File: src/rtl/axi_rd_pkg.sv
// Shared definitions for the two-master AXI read arbiter.
// Contents:
//   state_t      - arbiter FSM encoding (IDLE / ADDR / DATA)
//   *_W          - fixed AXI field widths (arlen, arsize, arburst, rresp)
//   BEAT_W/MAX   - width and saturation value of the R beat counter
//   RESP_*       - AXI response codes
package axi_rd_pkg;

  typedef enum logic [1:0] {
    IDLE = 2'd0,
    ADDR = 2'd1,
    DATA = 2'd2
  } state_t;

  localparam int LEN_W   = 8;
  localparam int SIZE_W  = 3;
  localparam int BURST_W = 2;
  localparam int RESP_W  = 2;

  // One more bit than arlen so a full 256-beat burst is representable.
  localparam int                BEAT_W   = 9;
  localparam logic [BEAT_W-1:0] BEAT_MAX = 9'd256;

  localparam logic [RESP_W-1:0] RESP_OKAY   = 2'b00;
  localparam logic [RESP_W-1:0] RESP_SLVERR = 2'b10;

endpackage

File: src/rtl/rr_arb2.sv
// Two-input round-robin grant, purely combinational.
// Ports:
//   req  [1:0] - request vector
//   last       - index of the master served most recently
//   gnt  [1:0] - one-hot grant, 0 when nothing is requested
// The master that was not served last wins whenever it requests;
// otherwise the sole requester wins.
module rr_arb2 (
  input  logic [1:0] req,
  input  logic       last,
  output logic [1:0] gnt
);

  logic pref;

  always_comb begin
    gnt  = 2'b00;
    pref = ~last;
    if (req[pref]) begin
      gnt[pref] = 1'b1;
    end else if (req[last]) begin
      gnt[last] = 1'b1;
    end
  end

endmodule

File: src/rtl/axi_rd_arbiter.sv
// Shares one AXI read port (s_axi_*) between two read masters (m_*).
// Master 0 is the debug dump reader, master 1 the feature/classifier reader.
// A whole burst is granted at a time, round-robin, and the grant is held
// from AR acceptance until the rlast beat completes.
// Ports:
//   clk, rst_n               - clock, asynchronous active-low reset
//   m_ar*  / m_arvalid       - per-master AR channel, master i at [i*W +: W]
//   m_arready                - per-master AR ready
//   m_r*   / m_rvalid        - per-master R channel (data fields broadcast)
//   m_rready                 - per-master R ready
//   s_axi_ar* / s_axi_r*     - the single RAM read port
//   grant                    - one-hot active grant, 0 when idle
//   busy                     - FSM not in IDLE
//   len_err                  - sticky: a burst ended with beats != arlen+1
//
// Handshakes: a transfer happens on a rising edge where valid and ready are
// both high. Valid never depends on ready; ready and valid are routed
// combinationally from the registered state and grant, so the only master
// that ever sees ready/valid is the granted one, and only in the phase
// (ADDR for AR, DATA for R) that owns that channel.
module axi_rd_arbiter
  import axi_rd_pkg::*;
#(
  parameter int ID_WIDTH       = 4,
  parameter int ADDR_WIDTH     = 32,
  parameter int DATA_BIT_WIDTH = 256,
  parameter int REQ_NUM        = 2
) (
  input  logic                               clk,
  input  logic                               rst_n,
  input  logic [REQ_NUM*ID_WIDTH-1:0]        m_arid,
  input  logic [REQ_NUM*ADDR_WIDTH-1:0]      m_araddr,
  input  logic [REQ_NUM*LEN_W-1:0]           m_arlen,
  input  logic [REQ_NUM*SIZE_W-1:0]          m_arsize,
  input  logic [REQ_NUM*BURST_W-1:0]         m_arburst,
  input  logic [REQ_NUM-1:0]                 m_arvalid,
  output logic [REQ_NUM-1:0]                 m_arready,
  output logic [REQ_NUM*ID_WIDTH-1:0]        m_rid,
  output logic [REQ_NUM*DATA_BIT_WIDTH-1:0]  m_rdata,
  output logic [REQ_NUM*RESP_W-1:0]          m_rresp,
  output logic [REQ_NUM-1:0]                 m_rlast,
  output logic [REQ_NUM-1:0]                 m_rvalid,
  input  logic [REQ_NUM-1:0]                 m_rready,
  output logic [ID_WIDTH-1:0]                s_axi_arid,
  output logic [ADDR_WIDTH-1:0]              s_axi_araddr,
  output logic [LEN_W-1:0]                   s_axi_arlen,
  output logic [SIZE_W-1:0]                  s_axi_arsize,
  output logic [BURST_W-1:0]                 s_axi_arburst,
  output logic                               s_axi_arvalid,
  input  logic                               s_axi_arready,
  input  logic [ID_WIDTH-1:0]                s_axi_rid,
  input  logic [DATA_BIT_WIDTH-1:0]          s_axi_rdata,
  input  logic [RESP_W-1:0]                  s_axi_rresp,
  input  logic                               s_axi_rlast,
  input  logic                               s_axi_rvalid,
  output logic                               s_axi_rready,
  output logic [REQ_NUM-1:0]                 grant,
  output logic                               busy,
  output logic                               len_err
);

  state_t              state_q, state_d;
  logic [REQ_NUM-1:0]  grant_q, grant_d;
  logic [REQ_NUM-1:0]  arb_gnt;
  logic                last_q, last_d;
  logic [LEN_W-1:0]    len_q, len_d;
  logic [BEAT_W-1:0]   beat_q, beat_d;
  logic                len_err_q, len_err_d;
  logic                g;
  logic                ar_hs;
  logic                r_hs;

  rr_arb2 u_rr_arb2 (
    .req  (m_arvalid),
    .last (last_q),
    .gnt  (arb_gnt)
  );

  // Index of the granted master; only meaningful while grant_q is non-zero.
  assign g = grant_q[1];

  // AR fields always follow the grant; arvalid gates them to the RAM.
  assign s_axi_arid    = g ? m_arid[ID_WIDTH +: ID_WIDTH]       : m_arid[0 +: ID_WIDTH];
  assign s_axi_araddr  = g ? m_araddr[ADDR_WIDTH +: ADDR_WIDTH] : m_araddr[0 +: ADDR_WIDTH];
  assign s_axi_arlen   = g ? m_arlen[LEN_W +: LEN_W]            : m_arlen[0 +: LEN_W];
  assign s_axi_arsize  = g ? m_arsize[SIZE_W +: SIZE_W]         : m_arsize[0 +: SIZE_W];
  assign s_axi_arburst = g ? m_arburst[BURST_W +: BURST_W]      : m_arburst[0 +: BURST_W];

  assign s_axi_arvalid = (state_q == ADDR) && m_arvalid[g];
  assign m_arready     = (state_q == ADDR) ? (grant_q & {REQ_NUM{s_axi_arready}}) : '0;

  // Stray R beats outside DATA are never acknowledged.
  assign s_axi_rready  = (state_q == DATA) && m_rready[g];
  assign m_rvalid      = (state_q == DATA) ? (grant_q & {REQ_NUM{s_axi_rvalid}}) : '0;

  // R payload is a zero-latency broadcast; only rvalid is steered.
  assign m_rid   = {REQ_NUM{s_axi_rid}};
  assign m_rdata = {REQ_NUM{s_axi_rdata}};
  assign m_rresp = {REQ_NUM{s_axi_rresp}};
  assign m_rlast = {REQ_NUM{s_axi_rlast}};

  assign ar_hs = s_axi_arvalid && s_axi_arready;
  assign r_hs  = s_axi_rvalid && s_axi_rready;

  assign grant   = grant_q;
  assign busy    = (state_q != IDLE);
  assign len_err = len_err_q;

  always_comb begin
    state_d   = state_q;
    grant_d   = grant_q;
    last_d    = last_q;
    len_d     = len_q;
    beat_d    = beat_q;
    len_err_d = len_err_q;
    case (state_q)
      IDLE: begin
        if (|m_arvalid) begin
          grant_d = arb_gnt;
          state_d = ADDR;
        end
      end
      ADDR: begin
        if (ar_hs) begin
          len_d   = s_axi_arlen;
          beat_d  = '0;
          state_d = DATA;
        end
      end
      DATA: begin
        if (r_hs) begin
          if (beat_q != BEAT_MAX) begin
            beat_d = beat_q + 1'b1;
          end
          if (s_axi_rlast) begin
            // beat_q counts the beats before this one, so a correct burst
            // reaches rlast with beat_q == arlen.
            if (beat_q != {1'b0, len_q}) begin
              len_err_d = 1'b1;
            end
            last_d  = g;
            grant_d = '0;
            state_d = IDLE;
          end
        end
      end
      default: begin
        grant_d = '0;
        state_d = IDLE;
      end
    endcase
  end

  always_ff @(posedge clk or negedge rst_n) begin
    if (!rst_n) begin
      state_q   <= IDLE;
      grant_q   <= '0;
      last_q    <= 1'b1;
      len_q     <= '0;
      beat_q    <= '0;
      len_err_q <= 1'b0;
    end else begin
      state_q   <= state_d;
      grant_q   <= grant_d;
      last_q    <= last_d;
      len_q     <= len_d;
      beat_q    <= beat_d;
      len_err_q <= len_err_d;
    end
  end

endmodule

File: config.mk
export PLATFORM = sky130hd
export DESIGN_NAME = axi_rd_arbiter
export DESIGN_NICKNAME = d
export VERILOG_FILES = /design/src/rtl/axi_rd_pkg.sv /design/src/rtl/rr_arb2.sv /design/src/rtl/axi_rd_arbiter.sv
export SDC_FILE = /design/constraint.sdc
export NUM_CORES = 1
export LEC_CHECK = 0
export BUFFER_PORTS_ARGS = -buffer_cell sky130_fd_sc_hd__buf_4
export CAP_MARGIN = 20
export CELL_PAD_IN_SITES_DETAIL_PLACEMENT = 0
export CELL_PAD_IN_SITES_GLOBAL_PLACEMENT = 1
export CORE_AREA = 2 2 369 371
export CTS_CLUSTER_SIZE = 20
export DETAILED_ROUTE_END_ITERATION = 8
export DIE_AREA = 0 0 371 373
export PLACE_DENSITY = 0.3
export SLEW_MARGIN = 10
export SYNTH_ARGS = -nofsm -noshare
export SYNTH_HDL_FRONTEND = slang
export SYNTH_SLANG_ARGS = --single-unit
File: constraint.sdc
create_clock -name clk -period 1.9 [get_ports clk]
set_clock_uncertainty 0.2 [all_clocks]
set_input_delay 0.285 -clock clk [delete_from_list [all_inputs] [get_ports clk]]
set_output_delay 0.285 -clock clk [all_outputs]
set_load 0.02 [all_outputs]
==> results.py, run 1 <==
metrics = {
    "logic_synthesis": {
        "syn_warnings": 0,
        "syn_area_mm2": 0.00580,
        "post_synth_net_total": 1093,
        "post_synth_main_area_contributors": "buf_4 (68%), mux2_2 (9.9%), dfrtp_1 (9.5%), nand2_1 (2.1%), xnor2_1 (1.1%)",
        "netlist-cell-type-count": 38,
        "synth_edf_count": 0,
        "synth_seq_area_share_pct": 9.94,
        "postSynth.asyncResetShare_pct": 100,
        "synth_ff_type": "dfrtp_1",
        "yosys_register_bits": 23,
        "ys_top_cells_by_count": "buf_4 (527), mux2_2 (51), nand2_1 (32)",
        "yosys.area.top_type_share_pct": 68.2,
        "yosys.cell_count.top_type": "buf_4",
        "netlist_instances": 722,
        "avgSynthCellArea_um2": 8.04,
        "synth_largest_area_cell": "buf_4",
    },
    "place": {
        "detailedPlacementHpwl_um": 27900,
        "placement.io_buffers": 167,
        "gpl.final_weighted_congestion": 0.693,
        "detailedPlace.worstSlack_ns": -0.0295,
        "number_of_placed_instances_with_taps_included": 2165,
    },
    "clock_tree": {
        "cts.path.max_buffers": 2,
        "tritoncts": "built",
        "clk_root_buffer_cell": "clkbuf_16",
        "cts-htree-levels": 1,
        "clock_sinks": 23,
        "cts_made_buffers": 3,
        "clkSlewWorstSetupHoldPaths_ns": 0.07,
        "clock_latency_ns": 0.27,
    },
    "global_routing": {
        "grt_pass1_vias": 3476,
        "globalRoute.totalOverflow": 0,
        "grt_antenna_before_repair": 4,
        "grt_first_pass_wirelength_um": 39200,
        "grtUsageTotal_pct": 4.37,
        "grt_start_max_net_pins": 24,
    },
    "floorplanning": {
        "initial_core_util_pct": 4.31,
        "design.core.area_mm2": 0.135,
        "ios": 954,
        "dieHeight_um": 373,
        "placementRows": 135,
        "die-area_mm2": 0.138,
        "die_x_um": 371,
    },
    "drt": {
        "drtAntennaViolNets": 0,
        "wl_um": 32900,
        "vias_per_cell": 1.45,
        "detail_route.wl_per_cell_um": 15.0,
        "drt-initial-drc-count": 114,
        "first_pass_iters": 4,
        "drcViolationCount": 0,
        "vias_post_dr": 3180,
    },
    "power_and_ir_drop": {
        "max-vdd-ir-drop_mv": 0.604,
        "power_leakage_nw": 2.07,
        "cellPowerDensity_mw_per_mm2": 798,
        "report.power.total_mw": 5.00,
    },
    "sta": {
        "fin_crit_sh_pct": 110,
        "total_negative_setup_slacks_ns": -7.79,
        "hold-worst-slack_ns": 0.114,
        "worst_pin_slew_ns": 0.375,
        "timing.fmax_mhz": 480,
        "maxSlewHeadroom_pct": 74.8,
        "final_critical_path_setup_slack_ns": -0.184,
        "final-setup-viol-count": 58,
        "min_period_ns": 2.08,
        "slew_viol_final": 0,
        "rsz0062_at_grt": "yes",
        "hold_viol_final": 0,
    },
    "outcome": {
        "outcome": "finished with violations",
        "violations": "setup timing",
    },
    "worst_setup_path": {
        "cp.required_ns": 1.41,
        "critPathLaunchType": "flop",
        "criticalPathCategory": "flop to output pin",
        "cp_max_fo": 6,
        "setup.worst_path.end_class": "output pin",
        "arrival_time_at_the_worst_endpoint_ns": 1.60,
    },
    "final_layout": {
        "finish.net_count": 778,
        "final_layout_size_suffix_gt1_share_pct": 73.4,
        "antennaDiodeCount": 0,
        "filler_cell_count": 16000,
        "instances_no_fill": 2187,
        "layout-area-overhead-vs-synth_pct": 8.00,
    },
    "worst_hold_path": {
        "min_path_type": "primary input to flop",
    },
    "run": {
        "max-cap-violations": 0,
    },
}
## flip-flops by register name, summed over array words and instances (netlist names)
register,count
state_q,2
len_q,8
len_err,1
grant,2
last_q,1
beat_q,9
## layout make-up
type / count / area, µm² / share of cell area [%]
sequential: 23 / 581 / 9.26
tap: 1781 / 2230 / 35.6
clock buffer: 4 / 78.8 / 1.26
inverter: 5 / 18.8 / 0.299
multi-input combinational: 157 / 1440 / 23.0
timing repair buffer: 217 / 1920 / 30.6
## path summary, 6_finish.rpt
check	start	endpoint	slack, ns	cells after the start
max in group asynchronous	rst_n	last_q	0.95	2
hold / removal	m_arvalid[1]	grant[1]	0.11	2
setup / recovery	grant[1]	s_axi_arlen[1]	-0.18	4
min in group asynchronous	rst_n	grant[0]	0.25	2
setup reg to reg	grant[1]	beat_q[7]	-0.10	7
hold reg to reg	len_err	len_err	0.31	1
## metal layers
layer	track usage (%)	up-vias	routed length, µm
li1	-	1127	-
met1	3.23	1363	8240
met2	7.29	574	15300
met3	4.53	116	7900
met4	1.77	0	1470
met5	0	-	0
## critical path, stage by stage (launching register included)
cell and delay (ns):
dfrtp_4 0.53, buf_12 0.17, buf_16 0.16, mux2_4 0.31, buf_6 0.14
## power by group
part	total (mW)	switching [mW]	internal, mW
sequential	0.807	0.154	0.653
combinational	3.71	1.75	1.96
clock	0.486	0.198	0.288
total	5.00	2.10	2.90
## cell usage in the layout, fill, tap and decap left out, drive strengths merged
master | synthesis | layout
buf | 531 | 216
mux2 | 51 | 51
nand2 | 32 | 32
dfrtp | 22 | 22
and3 | 8 | 8
nand3 | 8 | 8
xnor2 | 7 | 7
nor2 | 6 | 6
inv | 5 | 5
o21ai | 5 | 5
nor3 | 4 | 4
clkbuf | 6 | 4
a211o | 3 | 3
a31oi | 3 | 3
nand2b | 2 | 2
or3 | 2 | 2
a21oi | 2 | 2
a32o | 2 | 2
nand4 | 2 | 2
ha | 2 | 2
nor2b | 2 | 2
nor4 | 2 | 2
o21bai | 2 | 2
o31ai | 2 | 2
and2 | 1 | 1
mux2i | 1 | 1
nor4bb | 1 | 1
nand3b | 1 | 1
a211oi | 1 | 1
o22ai | 1 | 1
a21o | 1 | 1
xor2 | 1 | 1
o31a | 1 | 1
o311ai | 1 | 1
dlygate4sd3 | 0 | 1
dfstp | 1 | 1
## stage by stage
step                instance area, µm²  utilization (%)
floorplan                         5800                -
global placement                  5530             4.11
detailed placement                5530             4.11
CTS                               6130             4.55
global route                      6270             4.66
finish                            6270             4.66
## cells by family (layout without fill, tap and decap cells)
family | Yosys count | after routing | share of synthesized area, %
xor gates and xnor gates | 8 | 8 | 1.21
buffers and inverters | 542 | 226 | 69.3
muxes | 52 | 52 | 10.1
and+or+nand+nor | 71 | 71 | 5.95
AOI/OAI and AO/OA | 24 | 24 | 3.00
adders and majority gates | 2 | 2 | 0.431
DFF | 23 | 23 | 9.94
## repair_timing
item / CTS / global route
resized for setup: 78 / 39
hold buffers: 1 / 0
endpoints found under the setup margin: 56 / 76
pin swaps: 8 / 9
cloned: 3 / 0
hold endpoints to repair: 22 / 0
buffers inserted: 16 / 1
(Power assumes the default switching activity.)
==> run 2, diff against run 1 <==
--- a/config.mk
+++ b/config.mk
@@ -9,12 +9,13 @@
 export CAP_MARGIN = 20
 export CELL_PAD_IN_SITES_DETAIL_PLACEMENT = 0
 export CELL_PAD_IN_SITES_GLOBAL_PLACEMENT = 1
-export CORE_AREA = 2 2 369 371
+export CORE_AREA = 2 2 373 375
 export CTS_CLUSTER_SIZE = 20
 export DETAILED_ROUTE_END_ITERATION = 8
-export DIE_AREA = 0 0 371 373
+export DIE_AREA = 0 0 375 377
 export PLACE_DENSITY = 0.3
 export SLEW_MARGIN = 10
 export SYNTH_ARGS = -nofsm -noshare
 export SYNTH_HDL_FRONTEND = slang
+export SYNTH_HIERARCHICAL = 1
 export SYNTH_SLANG_ARGS = --single-unit
==> run 2 against run 1 <==
The run still ends with setup timing left. Clock power up 2%. Cell count grew 0.37%. Non-clock buffer count increased by 1. Via count down 1.9%. Sequential power rose by 6.6%. Area after synthesis increased by 2.0%. Die area grew 2.2%. Critical path type unchanged.
==> results.py, run 2 <==
metrics = {
    "logic_synthesis": {
        "synth_edf_count": 0,
        "synth_seq_area_share_pct": 9.75,
        "synth_ff_type": "dfrtp_1",
        "netlist_instances": 717,
        "ys_top_cells_by_count": "buf_4 (527), mux2_2 (59), dfrtp_1 (22)",
        "netlist-cell-type-count": 46,
        "postSynth.asyncResetShare_pct": 100,
        "yosys.area.top_type_share_pct": 66.8,
        "synth_largest_area_cell": "buf_4",
        "post_synth_net_total": 1088,
        "syn_area_mm2": 0.00592,
        "yosys_register_bits": 23,
        "avgSynthCellArea_um2": 8.25,
        "syn_warnings": 6,
        "post_synth_main_area_contributors": "buf_4 (67%), mux2_2 (11%), dfrtp_1 (9.3%), xnor2_1 (1.0%), o21ai_0 (0.93%)",
        "yosys.cell_count.top_type": "buf_4",
    },
    "global_routing": {
        "grt_antenna_before_repair": 8,
        "grt_start_max_net_pins": 24,
        "grt.met2_usage_pct": 5.93,
        "use_met3_pct": 3.80,
        "grt.met1_usage_pct": 2.66,
        "globalRoute.totalOverflow": 0,
        "grt_busiest_layer": "met2",
        "grt_pass1_vias": 3466,
        "grtUsageTotal_pct": 3.68,
        "grt_first_pass_wirelength_um": 33500,
    },
    "worst_setup_path": {
        "crit_buf_inv": 3,
        "reg2regPathDepth": 8,
        "arrival_time_at_the_worst_endpoint_ns": 1.56,
        "crit_path_cell_trace": "buf_12 -> buf_16 -> mux2_4 -> buf_6",
        "critPathLaunchType": "flop",
        "cp_max_fo": 7,
        "crit_slowest_cell": "dfrtp_2",
        "cp.required_ns": 1.41,
        "criticalPathCategory": "flop to output pin",
        "critical_path_cell_count": 4,
        "cpPeakStageDelay_ns": 0.43,
        "setup.worst_path.end_class": "output pin",
        "worst_path_dominant_cell_family": "buffers and inverters",
        "reg2reg_setup_slack_ns": -0.11,
    },
    "final_layout": {
        "largest_register_ff_count": 9,
        "top_regs": "beat_q (9), len_q (8)",
        "max_flop_register": "beat_q",
        "final_core_util_pct": 4.73,
        "final_common_cell": "buf_4",
        "final_layout_size_suffix_gt1_share_pct": 74.5,
        "layout-area-overhead-vs-synth_pct": 9.45,
        "most-common-layout-cells": "buf_4 (143), buf_6 (60), mux2_4 (37)",
        "finish.net_count": 772,
        "instances_no_fill": 2195,
    },
    "sta": {
        "hold_viol_final": 0,
        "final_critical_path_setup_slack_ns": -0.142,
        "hold-worst-slack_ns": 0.164,
        "fin_crit_sh_pct": 107,
        "final-setup-viol-count": 66,
        "rsz0062_at_grt": "yes",
        "timing.fmax_mhz": 490,
        "total_negative_setup_slacks_ns": -5.51,
        "maxSlewHeadroom_pct": 63.2,
        "worst_pin_slew_ns": 0.548,
        "slew_viol_final": 0,
        "min_period_ns": 2.04,
    },
    "drt": {
        "vias_post_dr": 3118,
        "drtAntennaViolNets": 0,
        "first_pass_iters": 4,
        "vias_per_cell": 1.42,
        "wl_um": 28100,
        "drcViolationCount": 0,
        "detail_route.wl_per_cell_um": 12.8,
        "drt-initial-drc-count": 99,
    },
    "outcome": {
        "violations": "setup timing",
        "outcome": "finished with violations",
    },
    "clock_tree": {
        "clkSlewWorstSetupHoldPaths_ns": 0.07,
        "clock_latency_ns": 0.27,
        "clock_sinks": 23,
        "tritoncts": "built",
        "cts-htree-levels": 1,
        "cts_made_buffers": 3,
        "clk_root_buffer_cell": "clkbuf_16",
        "cts.path.max_buffers": 2,
    },
    "place": {
        "placement.io_buffers": 167,
        "number_of_placed_instances_with_taps_included": 2161,
        "detailedPlacementHpwl_um": 23800,
        "gpl.final_weighted_congestion": 0.776,
    },
    "worst_hold_path": {
        "timing.hold.worst_path_depth": 3,
        "min_path_type": "primary input to flop",
    },
    "floorplanning": {
        "ios": 954,
        "die-area_mm2": 0.141,
        "placementRows": 136,
        "dieHeight_um": 377,
        "die_x_um": 375,
        "design.core.area_mm2": 0.137,
        "initial_core_util_pct": 4.32,
    },
    "power_and_ir_drop": {
        "max-vdd-ir-drop_mv": 0.431,
        "report.power.total_mw": 5.24,
        "cellPowerDensity_mw_per_mm2": 809,
        "power_leakage_nw": 2.11,
    },
    "run": {
        "max-cap-violations": 0,
    },
}
-- run 2: stage by stage --
| step | setup slack [ns] | cell area (µm²) |
|---|---|---|
| final | -0.142 | 6480 |
| after global routing | -0.190 | 6470 |
| after CTS | -0.168 | 6190 |
| after detailed placement | -0.0199 | 5580 |
| after global placement | -0.0457 | 5580 |
| after floorplan | 0.00175 | 5920 |
-- run 2: final timing paths --
kind | from | to
max in group asynchronous | rst_n | last_q
max reg2reg | grant[1] | len_q[4]
max | grant[1] | s_axi_araddr[18]
min in group asynchronous | rst_n | beat_q[5]
min | m_arvalid[1] | state_q[0]
min reg2reg | len_err | len_err
-- run 2: cell type report --
cell class                 instances  area (µm²)
clock buffer                       3        75.1
clock inverter                     1        5.00
tap                             1794        2240
antenna                            1        2.50
timing repair buffer             218        2080
sequential                        23         578
inverter                           3        11.3
multi-input combinational        152        1480
fill                           16200      131000
-- run 2: power by group --
group | switching, mW | total [mW] | internal (mW)
registers | 0.203 | 0.860 | 0.657
logic | 1.69 | 3.88 | 2.19
clock network | 0.213 | 0.498 | 0.285
total | 2.11 | 5.24 | 3.13
-- run 2: metal layers --
layer / vias to the layer above / part of all wire [%]
li1: 1122 / -
met5: - / 0.84
met3: 114 / 22
met2: 591 / 47
met4: 6 / 5.2
met1: 1285 / 25
-- run 2: cells by family after synthesis --
group | share of synthesized area (%)
mux | 11.6
flops | 9.75
buf+inv | 68.2
simple gates | 4.74
fa+ha+maj | 0.423
compound gates | 4.10
xor+xnor | 1.18
-- run 2: repair_timing --
item / in CTS / in global routing
hold buffers: 1 / 0
gates resized for setup: 85 / 32
gates cloned: 3 / 3
pin swaps: 2 / 3
setup buffers: 14 / 8
endpoints found under the setup margin: 55 / 72
endpoints found under the hold margin: 22 / 0
-- run 2: worst min-delay path, cell delays in order --
cell and delay (ns):
buf_4 0.13, nor3_1 0.05, nor3_1 0.12
==> run 3, diff against run 2 <==
--- a/config.mk
+++ b/config.mk
@@ -13,7 +13,8 @@
 export CTS_CLUSTER_SIZE = 20
 export DETAILED_ROUTE_END_ITERATION = 8
 export DIE_AREA = 0 0 375 377
-export PLACE_DENSITY = 0.3
+export PLACE_DENSITY_LB_ADDON = 0.3
+export SETUP_SLACK_MARGIN = 0.5
 export SLEW_MARGIN = 10
 export SYNTH_ARGS = -nofsm -noshare
 export SYNTH_HDL_FRONTEND = slang
==> run 3 against run 2 <==
The flow still finishes with violations (setup timing). Final area grew 4.2%. Core utilization grew 0.20 points. Power grew 3.4%. Maximum frequency shrank 2.2%. Cell count grew 0.73%. Critical endpoint is now s_axi_araddr[6]. Highest routed layer is now met4.
==> results.py, run 3 (synthesis results as in run 2) <==
metrics = {
    "worst_setup_path": {
        "rr_endpoint": "len_q[5]",
        "setup.worst_path.end_class": "output pin",
        "critPathLaunchType": "flop",
        "cp_max_fo": 6,
        "arrival_time_at_the_worst_endpoint_ns": 1.60,
        "reg2regPathDepth": 7,
        "criticalPathCategory": "flop to output pin",
        "crit_slowest_cell": "dfrtp_4",
        "worstReg2RegStart": "grant[1]",
        "cp.required_ns": 1.41,
        "reg2reg_setup_slack_ns": -0.15,
        "cpPeakStageDelay_ns": 0.53,
        "crit_path_cell_trace": "buf_12 -> buf_16 -> mux2_4 -> buf_6",
    },
    "place": {
        "placement.io_buffers": 167,
        "placedInstanceArea_mm2": 0.00574,
        "number_of_placed_instances_with_taps_included": 2164,
        "gpl.final_weighted_congestion": 0.712,
        "detailedPlace.worstSlack_ns": 0.0586,
        "detailedPlacementHpwl_um": 45100,
    },
    "sta": {
        "hold-worst-slack_ns": 0.187,
        "slew_viol_final": 0,
        "fin_crit_sh_pct": 110,
        "hold_viol_final": 0,
        "final_critical_path_setup_slack_ns": -0.188,
        "total_negative_setup_slacks_ns": -9.19,
        "final-setup-viol-count": 70,
        "min_period_ns": 2.09,
        "maxSlewHeadroom_pct": 76.9,
        "worst_pin_slew_ns": 0.347,
        "rsz0062_at_grt": "yes",
        "timing.fmax_mhz": 479,
    },
    "final_layout": {
        "layout-area-overhead-vs-synth_pct": 14.0,
        "largest_register_ff_count": 9,
        "instances_no_fill": 2211,
        "final_common_cell": "buf_4",
        "top_regs": "beat_q (9), len_q (8)",
        "final_layout_size_suffix_gt1_share_pct": 79.0,
        "final_core_util_pct": 4.93,
        "fin_area_mm2": 0.00675,
        "finish.net_count": 787,
        "most-common-layout-cells": "buf_4 (155), buf_6 (61), mux2_4 (39)",
        "max_flop_register": "beat_q",
        "filler_cell_count": 16100,
    },
    "outcome": {
        "violations": "setup timing",
        "outcome": "finished with violations",
    },
    "drt": {
        "vias_per_cell": 1.51,
        "detail_route.wl_per_cell_um": 22.6,
        "first_pass_iters": 4,
        "vias_post_dr": 3340,
        "drtAntennaViolNets": 0,
        "drcViolationCount": 0,
        "drt-initial-drc-count": 128,
        "wl_um": 49900,
    },
    "clock_tree": {
        "cts-htree-levels": 1,
        "cts.path.max_buffers": 2,
        "clkSlewWorstSetupHoldPaths_ns": 0.07,
        "clock_sinks": 23,
        "clock_latency_ns": 0.27,
        "clk_root_buffer_cell": "clkbuf_16",
        "cts_made_buffers": 3,
        "tritoncts": "built",
    },
    "power_and_ir_drop": {
        "report.power.total_mw": 5.42,
        "power_leakage_nw": 2.23,
        "cellPowerDensity_mw_per_mm2": 803,
        "max-vdd-ir-drop_mv": 0.414,
    },
    "global_routing": {
        "grtUsageTotal_pct": 6.54,
        "grt_pass1_vias": 3736,
        "grt_start_max_net_pins": 24,
        "grt_first_pass_wirelength_um": 56500,
        "globalRoute.totalOverflow": 0,
        "grt_antenna_before_repair": 4,
    },
    "run": {
        "max-cap-violations": 0,
    },
    "floorplanning": {
        "design.core.area_mm2": 0.137,
        "die-area_mm2": 0.141,
        "initial_core_util_pct": 4.32,
        "ios": 954,
        "dieHeight_um": 377,
        "die_x_um": 375,
        "placementRows": 136,
    },
    "worst_hold_path": {
        "timing.hold.worst_path_depth": 3,
        "timing.hold.worst.start": "m_arvalid[1]",
        "min_path_type": "primary input to flop",
        "min_to": "state_q[0]",
    },
}
run 3: cell types whose count changed in the layout (fill, tap and decap cells not counted), moves of 3 or more:
cell and change:
o21ai_1 +5, o21ai_0 -6, buf_4 +12, o31ai_1 -3
run 3: how the worst max path moves through the flow:
stage | from | to | slack [ns] | cells after the start
floorplan | grant[1] | len_q[1] | 0.14 | 5
finish | grant[1] | s_axi_araddr[6] | -0.19 | 4
global placement | beat_q[0] | beat_q[0] | 0.03 | 7
detailed placement | grant[1] | s_axi_arlen[4] | 0.06 | 3
global route | grant[1] | s_axi_arvalid | -0.22 | 5
CTS | grant[1] | s_axi_arvalid | -0.22 | 5
run 3: worst max-delay path: cells and delay by family (launching register included):
| family | cells | cell delay (ns) |
|---|---|---|
| DFF | 1 | 0.53 |
| buffers and inverters | 3 | 0.45 |
| muxes | 1 | 0.34 |
run 3: repair_timing:
action                                 CTS  global route
buffers inserted                        17            16
hold buffers                             1             0
endpoints found under the hold margin   22             0
cloned                                   4             3
setup endpoints to repair               81            81
gates resized for setup                 84            33
pin swaps                               12             8
run 3: area by class of cell:
cell class	count	area [µm²]	area share, %
flip-flops and latches	23	582	8.62
clock buffers	3	75.1	1.11
repair buffers	233	2220	32.9
diodes	2	5.00	0.0742
well taps	1794	2240	33.3
inverters	3	11.3	0.167
clock inverters	1	5.00	0.0742
multi-input cells	152	1610	23.8
run 3: metal layers:
layer  global-route usage, %  routed length [µm]  share of wire (%)
met5                       0                   0                  0
met4                    1.47                1170                2.3
met1                    3.35                8780                 18
met2                    10.6               23100                 46
met3                    10.4               16900                 34
run 3: power by group:
group | switching [mW] | internal, mW
combinational | 1.75 | 2.34
clock | 0.209 | 0.285
sequential | 0.176 | 0.663
